===== config.mk =====
export PLATFORM = sky130hd
export DESIGN_NAME = life_engine_flat
export DESIGN_NICKNAME = d
export VERILOG_FILES = /design/src/rtl/life_pkg.sv /design/src/rtl/life_engine_if.sv /design/src/rtl/life_step_timer.sv /design/src/rtl/life_engine.sv /design/src/flat_wrapper.sv
export SDC_FILE = /design/constraint.sdc
export NUM_CORES = 1
export LEC_CHECK = 0
export CAP_MARGIN = 25
export CORE_ASPECT_RATIO = 2
export CORE_MARGIN = 2
export CORE_UTILIZATION = 40
export DETAILED_ROUTE_END_ITERATION = 8
export PLACE_DENSITY = 0.78
export SLEW_MARGIN = 20
export SYNTH_ARGS = -nofsm -noshare
export SYNTH_HDL_FRONTEND = slang
export SYNTH_SLANG_ARGS = --single-unit

===== constraint.sdc =====
create_clock -name clk -period 3.8 [get_ports clk]
set_clock_uncertainty 0.15 [all_clocks]
set_input_delay 0.95 -clock clk [delete_from_list [all_inputs] [get_ports clk]]
set_output_delay 0.95 -clock clk [all_outputs]
set_load 0.01 [all_outputs]

===== src/rtl/life_pkg.sv =====
// life_pkg: shared FSM states, phase-length helpers and the Life rule for the life engine.
package life_pkg;
  typedef enum logic [1:0] {IDLE, PRIME, COMPUTE, ALIGN} state_t;
  function automatic int prime_len(input int x);
    return x + 2;
  endfunction
  function automatic int align_len(input int x, input int y);
    return x * y - x - 2;
  endfunction
  localparam int PRIME_LEN = prime_len(8);
  localparam int ALIGN_LEN = align_len(8, 8);
  function automatic logic life_rule(input logic [7:0] nb, input logic c);
    logic [3:0] n;
    n = '0;
    for (int i = 0; i < 8; i++) n = n + {3'b0, nb[i]};
    return (n == 4'd3) | ((n == 4'd2) & c);
  endfunction
endpackage


===== src/rtl/life_engine_if.sv =====
// life_engine_if: key inputs, ring data and engine status bundle between the engine and its environment.
interface life_engine_if #(parameter int N = 64, parameter int GEN_W = 16);
  logic             key_step;
  logic             key_run;
  logic [N-1:0]     data;
  logic             nxt_bit;
  logic             pipe_out;
  logic             busy;
  logic             running;
  logic [GEN_W-1:0] gen_count;
  modport master (input key_step, key_run, data, output nxt_bit, pipe_out, busy, running, gen_count);
  modport slave (output key_step, key_run, data, input nxt_bit, pipe_out, busy, running, gen_count);
endinterface


===== src/rtl/life_step_timer.sv =====
// life_step_timer: shift prescaler plus release detectors for the step and run keys.
module life_step_timer #(
  parameter int STEP_DIV = 4,
  parameter int DIV_W    = 24
) (
  input  logic clk,
  input  logic reset,
  input  logic i_key_step,
  input  logic i_key_run,
  input  logic i_clr,
  output logic o_tick,
  output logic o_step_req,
  output logic o_run_toggle
);
  logic [DIV_W-1:0] r_div;
  logic             r_step_d;
  logic             r_run_d;
  assign o_tick       = r_div == DIV_W'(STEP_DIV - 1);
  assign o_step_req   = r_step_d & ~i_key_step;
  assign o_run_toggle = r_run_d & ~i_key_run;
  always_ff @(posedge clk) begin
    if (!reset) begin
      r_div    <= '0;
      r_step_d <= 1'b0;
      r_run_d  <= 1'b0;
    end else begin
      r_div    <= (i_clr | o_tick) ? '0 : r_div + 1'b1;
      r_step_d <= i_key_step;
      r_run_d  <= i_key_run;
    end
  end
endmodule


===== src/rtl/life_engine.sv =====
// life_engine: paces the life_data ring and computes each cell's next generation on pipe_out.
// Define LIFE_GEN_COUNT_EN to build the completed-generation counter; otherwise gen_count reads 0.
module life_engine
  import life_pkg::*;
#(
  parameter int X        = 8,
  parameter int Y        = 8,
  parameter int LOG2X    = 3,
  parameter int LOG2Y    = 3,
  parameter int STEP_DIV = 4,
  parameter int DIV_W    = 24,
  parameter int GEN_W    = 16
) (
  input logic          clk,
  input logic          reset,
  life_engine_if.master bus
);
  localparam int N       = X * Y;
  localparam int P       = (Y - 1) * X - 3;
  localparam int Q       = P + 1;
  localparam int CNT_W   = $clog2(N);
  localparam int PRIME_N = prime_len(X);
  localparam int ALIGN_N = align_len(X, Y);

  state_t           r_state, w_state_nxt;
  logic [CNT_W-1:0] r_cnt, w_cnt_nxt;
  logic [LOG2X-1:0] r_col, w_col_nxt;
  logic [LOG2Y-1:0] r_row, w_row_nxt;
  logic [X:0]       r_hist;
  logic             r_pipe, r_running;
  logic             w_tick, w_step_req, w_run_toggle, w_shift, w_last, w_run_nxt, w_col_end;
  logic             w_top, w_bot, w_lft, w_rgt;
  logic [7:0]       w_nb;

  life_step_timer #(.STEP_DIV(STEP_DIV), .DIV_W(DIV_W)) u_timer (
    .clk          (clk),
    .reset        (reset),
    .i_key_step   (bus.key_step),
    .i_key_run    (bus.key_run),
    .i_clr        (r_state == IDLE),
    .o_tick       (w_tick),
    .o_step_req   (w_step_req),
    .o_run_toggle (w_run_toggle)
  );

  assign w_shift   = w_tick & (r_state != IDLE);
  assign w_run_nxt = r_running ^ w_run_toggle;
  assign w_col_end = r_col == LOG2X'(X - 1);
  assign w_last    = r_state == PRIME ? r_cnt == CNT_W'(PRIME_N - 1) :
                     r_state == ALIGN ? r_cnt == CNT_W'(ALIGN_N - 1) :
                     w_col_end && r_row == LOG2Y'(Y - 1);

  // Off-grid neighbours read as dead; diagonals carry both row and column masks.
  assign w_top = r_row != '0;
  assign w_bot = r_row != LOG2Y'(Y - 1);
  assign w_lft = r_col != '0;
  assign w_rgt = !w_col_end;
  assign w_nb  = {bus.data[Q+X-1] & w_bot & w_lft, bus.data[Q+X] & w_bot,
                  bus.data[Q+X+1] & w_bot & w_rgt, bus.data[Q+1] & w_rgt,
                  r_hist[0] & w_lft, r_hist[X] & w_top & w_lft,
                  r_hist[X-1] & w_top, r_hist[X-2] & w_top & w_rgt};

  always_comb begin
    w_state_nxt = r_state;
    w_cnt_nxt   = r_cnt;
    w_col_nxt   = r_col;
    w_row_nxt   = r_row;
    if (r_state == IDLE) begin
      w_state_nxt = (w_step_req | w_run_nxt) ? PRIME : IDLE;
    end else if (w_shift) begin
      w_cnt_nxt = w_last ? '0 : r_cnt + 1'b1;
      if (r_state == COMPUTE) begin
        w_col_nxt = w_col_end ? '0 : r_col + 1'b1;
        w_row_nxt = w_last ? '0 : w_col_end ? r_row + 1'b1 : r_row;
      end
      if (w_last)
        w_state_nxt = r_state == PRIME ? COMPUTE : r_state == COMPUTE ? ALIGN : w_run_nxt ? PRIME : IDLE;
    end
  end

  always_ff @(posedge clk) begin
    if (!reset) begin
      r_state   <= IDLE;
      r_cnt     <= '0;
      r_col     <= '0;
      r_row     <= '0;
      r_hist    <= '0;
      r_pipe    <= 1'b0;
      r_running <= 1'b0;
    end else begin
      r_state   <= w_state_nxt;
      r_cnt     <= w_cnt_nxt;
      r_col     <= w_col_nxt;
      r_row     <= w_row_nxt;
      r_pipe    <= r_state == COMPUTE ? life_rule(w_nb, bus.data[Q]) : bus.data[Q];
      r_running <= w_run_nxt;
      if (w_shift) r_hist <= {r_hist[X-1:0], bus.data[Q]};
    end
  end

  assign bus.nxt_bit  = w_shift;
  assign bus.pipe_out = r_pipe;
  assign bus.busy     = r_state != IDLE;
  assign bus.running  = r_running;

`ifdef LIFE_GEN_COUNT_EN
  logic [GEN_W-1:0] r_gen;
  always_ff @(posedge clk) begin
    if (!reset) r_gen <= '0;
    else if (w_shift && r_state == ALIGN && w_last) r_gen <= r_gen + 1'b1;
  end
  assign bus.gen_count = r_gen;
`else
  assign bus.gen_count = '0;
`endif
endmodule


===== src/flat_wrapper.sv =====
// flat-port wrapper written by rule: the top's interface ports become plain ports
module life_engine_flat import life_pkg::*;
#(
  parameter int X        = 8,
  parameter int Y        = 8,
  parameter int LOG2X    = 3,
  parameter int LOG2Y    = 3,
  parameter int STEP_DIV = 4,
  parameter int DIV_W    = 24,
  parameter int GEN_W    = 16
)
  (clk, reset, bus_key_step, bus_key_run, bus_data, bus_nxt_bit, bus_pipe_out, bus_busy, bus_running, bus_gen_count);
  life_engine_if #(.N((64)), .GEN_W(GEN_W)) bus_i ();
  input logic clk;
  input logic reset;
  input wire logic [$bits(bus_i.key_step)-1:0] bus_key_step;
  input wire logic [$bits(bus_i.key_run)-1:0] bus_key_run;
  input wire logic [$bits(bus_i.data)-1:0] bus_data;
  output wire logic [$bits(bus_i.nxt_bit)-1:0] bus_nxt_bit;
  output wire logic [$bits(bus_i.pipe_out)-1:0] bus_pipe_out;
  output wire logic [$bits(bus_i.busy)-1:0] bus_busy;
  output wire logic [$bits(bus_i.running)-1:0] bus_running;
  output wire logic [$bits(bus_i.gen_count)-1:0] bus_gen_count;
  assign bus_i.key_step = bus_key_step;
  assign bus_i.key_run = bus_key_run;
  assign bus_i.data = bus_data;
  assign bus_nxt_bit = bus_i.nxt_bit;
  assign bus_pipe_out = bus_i.pipe_out;
  assign bus_busy = bus_i.busy;
  assign bus_running = bus_i.running;
  assign bus_gen_count = bus_i.gen_count;
  life_engine #(.X(X), .Y(Y), .LOG2X(LOG2X), .LOG2Y(LOG2Y), .STEP_DIV(STEP_DIV), .DIV_W(DIV_W), .GEN_W(GEN_W)) u_core (.clk(clk), .reset(reset), .bus(bus_i));
endmodule

* Word level (Yosys, flattened, before mapping)
Index checks and enable logic that the tools add are counted.
** Cells by class
- $add $sub $neg :: 11
- Equal/unequal tests :: 11
- Muxes and demuxes :: 14
- Bitwise logic cells :: 24
- Reduce and logical (&&, ||, !) cells :: 14
** Operator list (number)
- adder 24 x 1 -> 24 bit (second input constant) :: 1
- adder 4 x 1 -> 4 bit :: 6
- == test 24 x 2 -> 1 bit (second input constant) :: 1
- AND 1 bit :: 16
- two-way mux 2 bit :: 5
- two-way mux 3 bit :: 3
- == test 4 x 2 -> 1 bit (second input constant) :: 2
- nonzero test 2 bit :: 4
- adder 3 x 1 -> 3 bit (second input constant) :: 2
- adder 6 x 1 -> 6 bit (second input constant) :: 1
- == test 3 bit (second input constant) :: 2
- == test 6 x 4 -> 1 bit (second input constant) :: 1
- == test 6 bit (second input constant) :: 1
- two-way mux 6 bit :: 1
- nonzero test 3 bit :: 2
- two-way mux 1 bit :: 5
- == test 2 bit (second input constant) :: 2
- NOT 1 bit :: 4
- AND reduction 2 bit :: 2
- AND reduction 4 bit :: 1
- != test 3 bit (second input constant) :: 1
- bitwise OR 1 bit :: 3
- AND reduction 3 bit :: 1
- adder 1 x 1 -> 2 bit :: 1
- other kinds (6) :: 6
** Storage, ports and cells
- Bits in registers :: 51
- Input port bits :: 68

* Longest topological paths before layout
- Word-level depth :: 14
- Depth in mapped cells :: 14
- Depth with buffers taken out :: 14

* Cells and area by module
Synthesis repeated with hierarchy kept, for this count alone.
** Second synthesis, totals
- Cells, all modules :: 334
- Area, all modules :: 2882.8 µm²
** By module, submodules not included
- life_engine :: instances 1, cells an instance 201, area an instance 1665.3 µm², sequential area each 500.5 µm²
- life_step_timer :: instances 1, cells an instance 133, area an instance 1217.4 µm², sequential area each 520.5 µm²

* Worst setup path before layout
No wires, ideal clock.
- Path kind :: register to register
- Start :: register u_core.r_col[0]
- End :: register u_core.r_pipe, in the netlist u_core.bus.pipe_out
- Library setup time :: 0.060 ns
- Arrival :: 3.632 ns
- Required time :: 3.590 ns
- Slack :: -0.042 ns
- Stages on the path, launching flop included :: 14
- Buffers on the path :: 0
- Clock period less this slack :: 3.842 ns
- Cells stage by stage :: dfxtp_1 -> ha_1 -> ha_1 -> and3b_1 -> ha_1 -> fa_1 -> fa_1 -> inv_1 -> fa_1 -> fa_1 -> nor3_1 -> mux2i_1 -> o21ai_0 -> and3_1
** Between the ends
- Word-level cells in the longest chain between the ends :: 14
- Elaborated cells between the ends (all ways) :: 21
** RTL lines
- start: declaration :: RTL line life_engine.sv:27 : logic [LOG2X-1:0] r_col, w_col_nxt;
- start signal: assignment :: RTL line life_engine.sv:93 : r_col <= w_col_nxt;
- == test 3 bit :: RTL line life_engine.sv:48 : assign w_col_end = r_col == LOG2X'(X - 1);
- zero test 1 bit :: RTL line life_engine.sv:57 : assign w_rgt = !w_col_end;
- AND 1 bit :: RTL line life_engine.sv:61 : r_hist[X-1] & w_top, r_hist[X-2] & w_top & w_rgt};
- adder 1 x 1 -> 2 bit :: RTL line life_pkg.sv:15 : for (int i = 0; i < 8; i++) n = n + {3'b0, nb[i]};
- adder 4 x 1 -> 4 bit (5 in a row) :: RTL line life_pkg.sv:15
- adder 4 x 1 -> 4 bit (*) :: RTL line life_pkg.sv:15
- == test 4 x 2 -> 1 bit :: RTL line life_pkg.sv:16 : return (n == 4'd3) | ((n == 4'd2) & c);
- AND 1 bit :: RTL line life_pkg.sv:16
- bitwise OR 1 bit (*) :: RTL line life_pkg.sv:16
- two-way mux 1 bit (*) :: RTL line life_engine.sv:95 : r_pipe <= r_state == COMPUTE ? life_rule(w_nb, bus.data[Q]) : bus.data[Q];
- end signal: assignment :: RTL line life_engine.sv:95
- end: declaration :: RTL line life_engine.sv:30 : logic r_pipe, r_running;
Every way passes the cells marked *; elsewhere a longest branch is shown, timed or not.
A chain may end at the register's enable or synchronous reset.

* Final worst setup path
Same ends and word-level chain as after synthesis.

==> impl_metrics.env <==
export IMPL_status="complete, no violations"
export IMPL_leakage_nw=1.21
export IMPL_n_antenna_cell=0
export IMPL_gp_congestion=0.765
export IMPL_synthTopCellsByArea="dfxtp_1, ha_1, mux2i_1"
export IMPL_drc=0
export IMPL_syn_to_final_growth_pct=15.7
export IMPL_start_kind="flop"
export IMPL_synth_common_cells="dfxtp_1, nor2_1, nand2_1, buf_4, ha_1"
export IMPL_synth_flop_cell="dfxtp_1"
export IMPL_ir_drop_uv=296
export IMPL_finalCritPeriodShare_pct=96.5
export IMPL_drive_gt1_share_pct=10.2
export IMPL_async_reset_ff_share_pct=0
export IMPL_track_usage_pct=13.5
export IMPL_clock_sinks=51
export IMPL_first_pass_iters=4
export IMPL_post_route_util_pct=47.0
export IMPL_cts_buffer_depth=2
export IMPL_wirelength_um=4930
export IMPL_slew_violations=0
export IMPL_yosysWarnings=0
export IMPL_worstPathMaxFanout=2
export IMPL_htreeDepth=2
export IMPL_max_slew_margin_pct=52.8
export IMPL_final_cells=422
export IMPL_first_iter_violations=57
export IMPL_yosys_area_top_type_share_pct=36.8
export IMPL_path_class="reg2reg"
export IMPL_path_buf_inv=1
export IMPL_synth_edf_count=0
export IMPL_num_rows=43
export IMPL_synth_seq_cells=51
export IMPL_end_kind="flop"
export IMPL_place_inst=412
export IMPL_fp_dieArea_mm2=0.00766
export IMPL_die_h_um=122
export IMPL_dp_hpwl_um=3490
export IMPL_syn_inst=310
export IMPL_setup_violations=0
export IMPL_grt_pass1_wl_um=8470
export IMPL_arrival_ns=3.75
export IMPL_worstMarginPinSlew_ns=0.703
export IMPL_crit_chain="ha_2 > ha_4 > and3b_2 > ha_4 > fa_1 > fa_1 > inv_1 > fa_2 > fa_2 > nor3_2 > mux2i_1 > o21ai_1 > and3_1"
export IMPL_crit_family="adder cells"
export IMPL_cts_buffers=5
export IMPL_io_buffers=12
export IMPL_seq_area_frac_synth_pct=36.8
export IMPL_io_pin_count=88
export IMPL_tns_ns=0
export IMPL_viasPerCell=4.95
export IMPL_hold_class="reg2reg"
export IMPL_die_w_um=62.9
export IMPL_p_per_area_mw_per_mm2=380
export IMPL_maxCapViolCount=0
export IMPL_cts_hold_buf=0
export IMPL_vias=2089
export IMPL_synth_area_per_cell_um2=8.95
export IMPL_cts_tree="done"
export IMPL_grt_pass1_vias=1975
export IMPL_hold_slack_ns=0.308
export IMPL_slowest_delay_ns=0.55
export IMPL_synth_cell_types=41
export IMPL_root_buffer="clkbuf_16"
export IMPL_grt_max_degree=25
export IMPL_ant_nets=0
export IMPL_synth_most_common_cell="dfxtp_1"
export IMPL_finalHoldViolations=0
export IMPL_start_util_pct=40.6
export IMPL_n_fill_cell=659
export IMPL_synthesis_area_mm2=0.00277
export IMPL_core_area_mm2=0.00683
export IMPL_min_period_ns=3.67
export IMPL_overflow=0
export IMPL_max_freq_mhz=273
export IMPL_yosys_area_top_type="dfxtp_1"
export IMPL_clk_latency_ns=0.29
export IMPL_final_nets=420
export IMPL_antenna_found_initial=0
export IMPL_wire_per_inst_um=11.7
export IMPL_crit_required_ns=3.88
export IMPL_cp_slowest_cell="fa_1"
export IMPL_clk_pin_slew_worst_paths_ns=0.07
## timing repair
action	CTS	global route
setup buffers	1	1
pin swaps	6	8
setup endpoints to repair	1	1
resized for setup	6	5
## layout by cell type, fill, tap and decap left out, types with 8 or more instances in the layout
cell type / synthesis / routed
dfxtp_1: 51 / 50
nand3_1: 15 / 15
buf_4: 18 / 11
xnor2_1: 8 / 8
inv_1: 15 / 15
clkdlybuf4s50_1: 0 / 11
conb_1: 1 / 16
nand4_1: 8 / 8
nand2_1: 25 / 25
nor2b_1: 15 / 14
nor2_1: 29 / 29
ha_1: 17 / 14
xor2_1: 13 / 13
mux2i_1: 16 / 16
## path summary, 6_finish.rpt
path / startpoint / end / slack (ns) / depth (start not counted)
min: u_core.u_timer.r_div[0] / u_core.u_timer.r_div[0] / 0.31 / 1
min reg2reg: u_core.u_timer.r_div[0] / u_core.u_timer.r_div[0] / 0.31 / 1
max reg2reg: u_core.r_col[0] / u_core.bus.pipe_out / 0.13 / 13
max: u_core.r_col[0] / u_core.bus.pipe_out / 0.13 / 13
## worst register-to-register path: stages, from the launching register on
cell and delay [ns]:
dfxtp_1 0.32, ha_2 0.19, ha_4 0.15, and3b_2 0.24, ha_4 0.20, fa_1 0.50, fa_1 0.55, inv_1 0.06
fa_2 0.37, fa_2 0.36, nor3_2 0.15, mux2i_1 0.09, o21ai_1 0.12, and3_1 0.16
## per-stage QoR
step	instance area (um^2)	power (mW)	worst slack (ns)
finish	3210	1.22	0.135
global route	3210	1.26	-0.00792
CTS	3180	1.23	0.0160
detailed placement	2980	0.714	-0.491
global placement	2980	0.711	-0.461
floorplan	2840	0.678	0.00529
## cell families (layout without fill, tap and decap cells)
kind of cell | after synthesis | count (layout) | synth area share (%)
AOI/OAI and AO/OA | 23 | 23 | 5.59
and+or+nand+nor | 138 | 138 | 26.7
adders and majority gates | 21 | 21 | 10.6
other | 1 | 16 | 0.135
DFF | 51 | 51 | 36.8
muxes | 16 | 16 | 5.77
buffers and inverters | 39 | 46 | 7.80
xor gates and xnor gates | 21 | 21 | 6.63
## layout make-up
class / instances / area (um^2) / area share [%]
clock buffers: 6 / 139 / 4.33
well taps: 90 / 113 / 3.51
inverters: 15 / 56.3 / 1.75
clock inverters: 2 / 35.0 / 1.09
repair buffers: 23 / 205 / 6.39
flip-flops and latches: 51 / 1020 / 31.9
multi-input cells: 235 / 1640 / 51.1
## flip-flops by register name, indices dropped and copies added, names as in the netlist
| register | count |
|---|---|
| u_core.u_timer.r_div | 24 |
| u_core.u_timer.r_run_d | 1 |
| u_core.r_state | 2 |
| u_core.r_row | 3 |
| u_core.r_cnt | 6 |
| u_core.u_timer.r_step_d | 1 |
| u_core.bus.pipe_out | 1 |
| u_core.r_col | 3 |
| u_core.bus.running | 1 |
| u_core.r_hist | 9 |
## power breakdown
part / switching (mW) / leakage [nW] / total, mW / internal (mW)
clock network: 0.188 / 0.0868 / 0.515 / 0.327
logic: 0.0818 / 0.711 / 0.142 / 0.0606
registers: 0.0125 / 0.413 / 0.562 / 0.549
## per-layer routing
layer	wire, um	share of wire (%)	track usage (%)	up-vias
met3	132	2.7	2.40	8
met5	0	0	0	-
li1	-	-	-	1061
met2	2430	49	22.9	31
met1	2270	46	16.6	989
met4	92	1.9	5.42	0
Note: power is estimated with default switching activity, not from simulation.
